File: src/rtl/click_to_sync_bridge_if.sv
// Bundled-data link between an asynchronous click stage and a clocked consumer.
// The slave side is the bridge: it receives inR/inData and returns outA.
interface click_to_sync_bridge_if #(
  parameter int DATA_WIDTH = 32
);
  logic                  inR;
  logic [DATA_WIDTH-1:0] inData;
  logic                  outA;
  logic                  out_valid;
  logic                  out_ready;
  logic [DATA_WIDTH-1:0] out_data;

  modport slave (
    input  inR,
    input  inData,
    input  out_ready,
    output outA,
    output out_valid,
    output out_data
  );

  modport master (
    output inR,
    output inData,
    output out_ready,
    input  outA,
    input  out_valid,
    input  out_data
  );
endinterface

File: src/rtl/click_to_sync_bridge.sv
// Brings a 2-phase bundled-data request into the clk domain, presents the word
// on valid/ready and returns a 2-phase acknowledge once the word is taken.
module click_to_sync_bridge #(
  parameter int DATA_WIDTH  = 32,
  parameter int SYNC_STAGES = 2,
  parameter int CNT_WIDTH   = 16
) (
  input  logic                 clk,
  input  logic                 rstn,
  click_to_sync_bridge_if.slave link,
  output logic                 proto_err,
  output logic [CNT_WIDTH-1:0] xfer_cnt
);

  typedef enum logic {IDLE, HOLD} state_t;

  state_t                  state_reg;
  state_t                  state_next;
  logic [SYNC_STAGES-1:0]  sync_reg;
  logic [SYNC_STAGES-1:0]  sync_next;
  logic                    r_prev;
  logic                    ack_reg;
  logic [DATA_WIDTH-1:0]   data_reg;
  logic                    err_reg;
  logic [CNT_WIDTH-1:0]    cnt_reg;

  logic s_last;
  logic tog;
  logic valid;
  logic capture;
  logic accept;
  logic err_set;

  // Only inR is synchronised; the synchroniser depth is the bundling margin for inData.
  genvar gi;
  generate
    for (gi = 0; gi < SYNC_STAGES; gi++) begin : g_sync
      if (gi == 0) begin : g_first
        assign sync_next[gi] = link.inR;
      end else begin : g_rest
        assign sync_next[gi] = sync_reg[gi-1];
      end
    end
  endgenerate

  assign s_last = sync_reg[SYNC_STAGES-1];
  assign tog    = s_last ^ r_prev;

  always_ff @(posedge clk or negedge rstn) begin
    if (!rstn) begin
      state_reg <= IDLE;
    end else begin
      state_reg <= state_next;
    end
  end

  always_comb begin
    state_next = state_reg;
    unique case (state_reg)
      IDLE:    if (tog)            state_next = HOLD;
      HOLD:    if (link.out_ready) state_next = IDLE;
      default:                     state_next = IDLE;
    endcase
  end

  // A toggle seen while holding is a protocol violation: flag it, never capture it.
  always_comb begin
    valid   = 1'b0;
    capture = 1'b0;
    accept  = 1'b0;
    err_set = 1'b0;
    unique case (state_reg)
      IDLE: begin
        capture = tog;
      end
      HOLD: begin
        valid   = 1'b1;
        accept  = link.out_ready;
        err_set = tog;
      end
      default: ;
    endcase
  end

  always_ff @(posedge clk or negedge rstn) begin
    if (!rstn) begin
      sync_reg <= '0;
      r_prev   <= 1'b0;
      ack_reg  <= 1'b0;
      data_reg <= '0;
      err_reg  <= 1'b0;
      cnt_reg  <= '0;
    end else begin
      sync_reg <= sync_next;
      if (tog) begin
        r_prev <= s_last;
      end
      if (capture) begin
        data_reg <= link.inData;
      end
      if (accept) begin
        ack_reg <= ~ack_reg;
        cnt_reg <= cnt_reg + CNT_WIDTH'(1);
      end
      if (err_set) begin
        err_reg <= 1'b1;
      end
    end
  end

  assign link.outA      = ack_reg;
  assign link.out_valid = valid;
  assign link.out_data  = data_reg;
  assign proto_err      = err_reg;
  assign xfer_cnt       = cnt_reg;

endmodule
File: src/flat_wrapper.sv
// flat-port wrapper written by rule: the top's interface ports become plain ports
module click_to_sync_bridge_flat 
#(
  parameter int DATA_WIDTH  = 32,
  parameter int SYNC_STAGES = 2,
  parameter int CNT_WIDTH   = 16
)
  (clk, rstn, proto_err, xfer_cnt, link_inR, link_inData, link_out_ready, link_outA, link_out_valid, link_out_data);
  click_to_sync_bridge_if #(.DATA_WIDTH(DATA_WIDTH)) link_i ();
  input  logic clk;
  input  logic rstn;
  output logic proto_err;
  output logic [CNT_WIDTH-1:0] xfer_cnt;
  input wire logic [$bits(link_i.inR)-1:0] link_inR;
  input wire logic [$bits(link_i.inData)-1:0] link_inData;
  input wire logic [$bits(link_i.out_ready)-1:0] link_out_ready;
  output wire logic [$bits(link_i.outA)-1:0] link_outA;
  output wire logic [$bits(link_i.out_valid)-1:0] link_out_valid;
  output wire logic [$bits(link_i.out_data)-1:0] link_out_data;
  assign link_i.inR = link_inR;
  assign link_i.inData = link_inData;
  assign link_i.out_ready = link_out_ready;
  assign link_outA = link_i.outA;
  assign link_out_valid = link_i.out_valid;
  assign link_out_data = link_i.out_data;
  click_to_sync_bridge #(.DATA_WIDTH(DATA_WIDTH), .SYNC_STAGES(SYNC_STAGES), .CNT_WIDTH(CNT_WIDTH)) u_core (.clk(clk), .rstn(rstn), .link(link_i), .proto_err(proto_err), .xfer_cnt(xfer_cnt));
endmodule
File: config.mk
export PLATFORM = sky130hd
export DESIGN_NAME = click_to_sync_bridge_flat
export DESIGN_NICKNAME = d
export VERILOG_FILES = /design/src/rtl/click_to_sync_bridge_if.sv /design/src/rtl/click_to_sync_bridge.sv /design/src/flat_wrapper.sv
export SDC_FILE = /design/constraint.sdc
export NUM_CORES = 1
export LEC_CHECK = 0
export ABC_CLOCK_PERIOD_IN_PS = 1520
export CAP_MARGIN = 20
export CORE_ASPECT_RATIO = 0.7
export CORE_MARGIN = 2
export CORE_UTILIZATION = 39
export DETAILED_ROUTE_END_ITERATION = 8
export DONT_BUFFER_PORTS = 1
export MAX_ROUTING_LAYER = met4
export PLACE_DENSITY = 0.56
export SLEW_MARGIN = 25
export SYNTH_ARGS = -nofsm -noshare
export SYNTH_HDL_FRONTEND = slang
export SYNTH_SLANG_ARGS = --single-unit
File: constraint.sdc
create_clock -name clk -period 1.52 [get_ports clk]
set_input_delay 0.304 -clock clk [delete_from_list [all_inputs] [get_ports clk]]
set_output_delay 0.304 -clock clk [all_outputs]
set_load 0.05 [all_outputs]
==> results_dict.tcl <==
set metrics [dict create \
    run_status "finished, violations left" \
    violated_checks "hold timing" \
    slowest_delay_ns 0.40 \
    nNetsFinal 194 \
    synthFlopType "sky130_fd_sc_hd__dfrtp_1" \
    critPathLaunchType "register" \
    crit_slowest_cell "sky130_fd_sc_hd__dfrtp_1" \
    syn_to_final_growth_pct 14.1 \
    drt_pass1_iterations 4 \
    power_report.internal_total_uw 2860 \
    seq_area_frac_synth 0.609 \
    first_iter_violations 28 \
    seqPwrFrac 0.621 \
    worstPathCellList "xor2_2 -> and2b_2 -> clkbuf_16 -> mux2_4" \
    yosys.cell_count.top_type "sky130_fd_sc_hd__dfrtp_1" \
    gp_routability_congestion 0.664 \
    synth_cells 135 \
    report.final.setup_viol 0 \
    drv_cap 0 \
    cell_area_after_technology_mapping_sq_um 2220 \
    cp_data_required_time_ns 1.70 \
    worstSkewPairLatency_ns 0.30 \
    worstPathMaxFanout 15 \
    post-synth-top-area-fraction 0.609 \
    ratio_of_routed_vias_to_standard_cells 4.89 \
    clkPwrFrac 0.140 \
    timing.slew.headroom 0.656 \
    largest_register_ffs 32 \
    post_synthesis_mean_instance_area_sq_um 16.4 \
    via_count 1124 \
    final.setup_skew_ns 0.0104 \
    global_route.usage.total 0.142 \
    p_per_area_nw_per_um2 2130 \
    routedWlPerCell_um 17.9 \
    power.leakage_uw 0.00115 \
    grt_pass1_vias 1254 \
    rows 22 \
    synth_async_sr_flop_share 1.00 \
    setup_fix_bufs_post_cts 0 \
    antenna_found_initial 0 \
    p_sw_frac 0.472 \
    fin_area_sq_um 2530 \
    ys.warnings.count 0 \
    synthDominantAreaCellType "sky130_fd_sc_hd__dfrtp_1" \
    slew_at_the_pin_closest_to_its_max_slew_limit_ns 0.515 \
    post-route-period-util 0.958 \
    cts.clk_slew.worst_paths_ns 0.10 \
    route.final.wire_length_mm 4.11 \
    start_util 0.414 \
    endpoint_kind "register" \
    clock_sinks 54 \
    finalHoldWorstSlack_ns -0.310 \
    chipWidth_um 94.2 \
    root_buffer "sky130_fd_sc_hd__clkbuf_8" \
    post_layout_nonfiller_instances 230 \
    htreeDepth 2 \
    final_hold_vio_count 54 \
    antenna-diode-count 0 \
    peakVddDrop_mv 1.13 \
    rsz0062_at_grt "yes" \
    main_area_contributors_after_synthesis "sky130_fd_sc_hd__dfrtp_1 (61%), sky130_fd_sc_hd__mux2_4 (20%), sky130_fd_sc_hd__xnor2_1 (5.1%)" \
    antenna_left 0 \
    hpwl_dp_mm 2.84 \
    die_height_um 67.1 \
    timing_worst_setup_path_type "register to register" \
    ios 87 \
    combinationalPowerShare 0.239 \
    core_area_sq_um 5370 \
    cts_tree "built" \
    synth_edf_count 0 \
    drc 0 \
    io_buffers 0 \
    syn-num-nets 172 \
    arrival_time_at_the_worst_endpoint_ns 1.64 \
    post_route_cells_drive_above_1_share 0.462 \
    yosys.cell_types.count 19 \
    class_of_the_tightest_hold_or_removal_check "primary input to asynchronous set/reset pin" \
    max_freq_mhz 687 \
    cp_top_family "flip-flops" \
    clockBufferDepth 2 \
    grt-ovfl-total 0 \
    fp.dieArea_sq_um 6320 \
    placed_cells 220 \
    worst-path-buf-inv 1 \
    timing.final.max_slew_violations 0 \
    grt_first_pass_wirelength_mm 6.52 \
    placement.cell_area_sq_um 2400 \
    synth.ff_latch_count 54 \
    ys_top_cells_by_count "sky130_fd_sc_hd__dfrtp_1 (54), sky130_fd_sc_hd__mux2_4 (30), sky130_fd_sc_hd__xnor2_1 (13)" \
    switchingPower_uw 2550 \
    timing.setup.tns_ns 0 \
    cts_inserted_buffers 5 \
    final_period_minus_worst_setup_slack_ns 1.46 \
    grt_max_degree 55 \
]
-- timing repair --
item                                   in CTS  in global routing
cloned                                      0                  1
endpoints found under the hold margin      54                 55
setup endpoints to repair                   1                 33
resized for setup                           1                  2
-- placed cells by master, fill, tap and decap left out, drive strengths merged --
| master | instances |
|---|---|
| o21a | 1 |
| xnor2 | 13 |
| a21o | 1 |
| buf | 18 |
| nor2 | 2 |
| nand2 | 7 |
| dlygate4sd3 | 1 |
| and4 | 3 |
| clkinvlp | 1 |
| nand4 | 5 |
| and3 | 2 |
| and2b | 2 |
| dfrtp | 54 |
| ha | 1 |
| nand3 | 2 |
| mux2 | 33 |
| clkbuf | 8 |
| xor2 | 4 |
-- metal layers --
layer	wire, um	global-route usage	vias to the layer above	part of all wire
li1	-	-	508	-
met1	1840	0.182	553	0.45
met4	58	0.0489	0	0.014
met3	363	0.0532	7	0.088
met5	0	-	-	0
met2	1860	0.209	56	0.45
-- cells by family after synthesis --
group / Yosys count / share of synthesized area
compound gates: 2 / 0.00733
xor+xnor: 17 / 0.0671
fa+ha+maj: 1 / 0.00564
buf+inv: 5 / 0.0338
flops: 54 / 0.609
mux: 33 / 0.218
simple gates: 23 / 0.0592
-- per-stage QoR --
| step | worst slack [ns] | util | power [uW] |
|---|---|---|---|
| floorplan | 0.0553 | - | 4360 |
| global placement | 0.0773 | 0.447 | 4600 |
| detailed placement | 0.0178 | 0.447 | 4650 |
| CTS | 0.0106 | 0.463 | 5430 |
| global route | -0.00931 | 0.472 | 5670 |
| finish | 0.0635 | 0.472 | 5400 |
-- layout make-up --
class                      count  area [sq um]
fill                         511          2840
sequential                    54          1370
multi-input combinational     76           811
timing repair buffer          20           183
tap                           72          90.1
clock buffer                   7          76.3
clock inverter                 1          7.51
-- final timing paths --
check | startpoint | endpoint | slack [ns] | cells past startpoint
worst max-delay path | u_core.r_prev | u_core.link.out_data[18] | 0.06 | 4
worst min-delay path | rstn | u_core.xfer_cnt[12] | -0.31 | 0
worst max register to register | u_core.r_prev | u_core.link.out_data[18] | 0.06 | 4
worst min register to register | u_core.sync_reg[0] | u_core.sync_reg[1] | 0.36 | 0
max in group asynchronous | rstn | u_core.xfer_cnt[3] | 1.74 | 0
min in group clk | link_inData[2] | u_core.link.out_data[2] | 0.14 | 1
-- worst register-to-register path: stages (launching register included) --
cell	delay (ns)
sky130_fd_sc_hd__dfrtp_1	0.40
sky130_fd_sc_hd__xor2_2	0.18
sky130_fd_sc_hd__and2b_2	0.25
sky130_fd_sc_hd__clkbuf_16	0.21
sky130_fd_sc_hd__mux2_4	0.31
-- power by group through the flow --
stage	Clock (uW)	Combinational (uW)	Sequential, uW
2_1_floorplan	0	737	3630
3_3_place_gp	0	1220	3380
3_5_place_dp	0	1270	3390
4_1_cts	786	1280	3360
5_1_grt	870	1380	3410
6_report	758	1290	3360
Note: power is estimated with default switching activity, not from simulation.
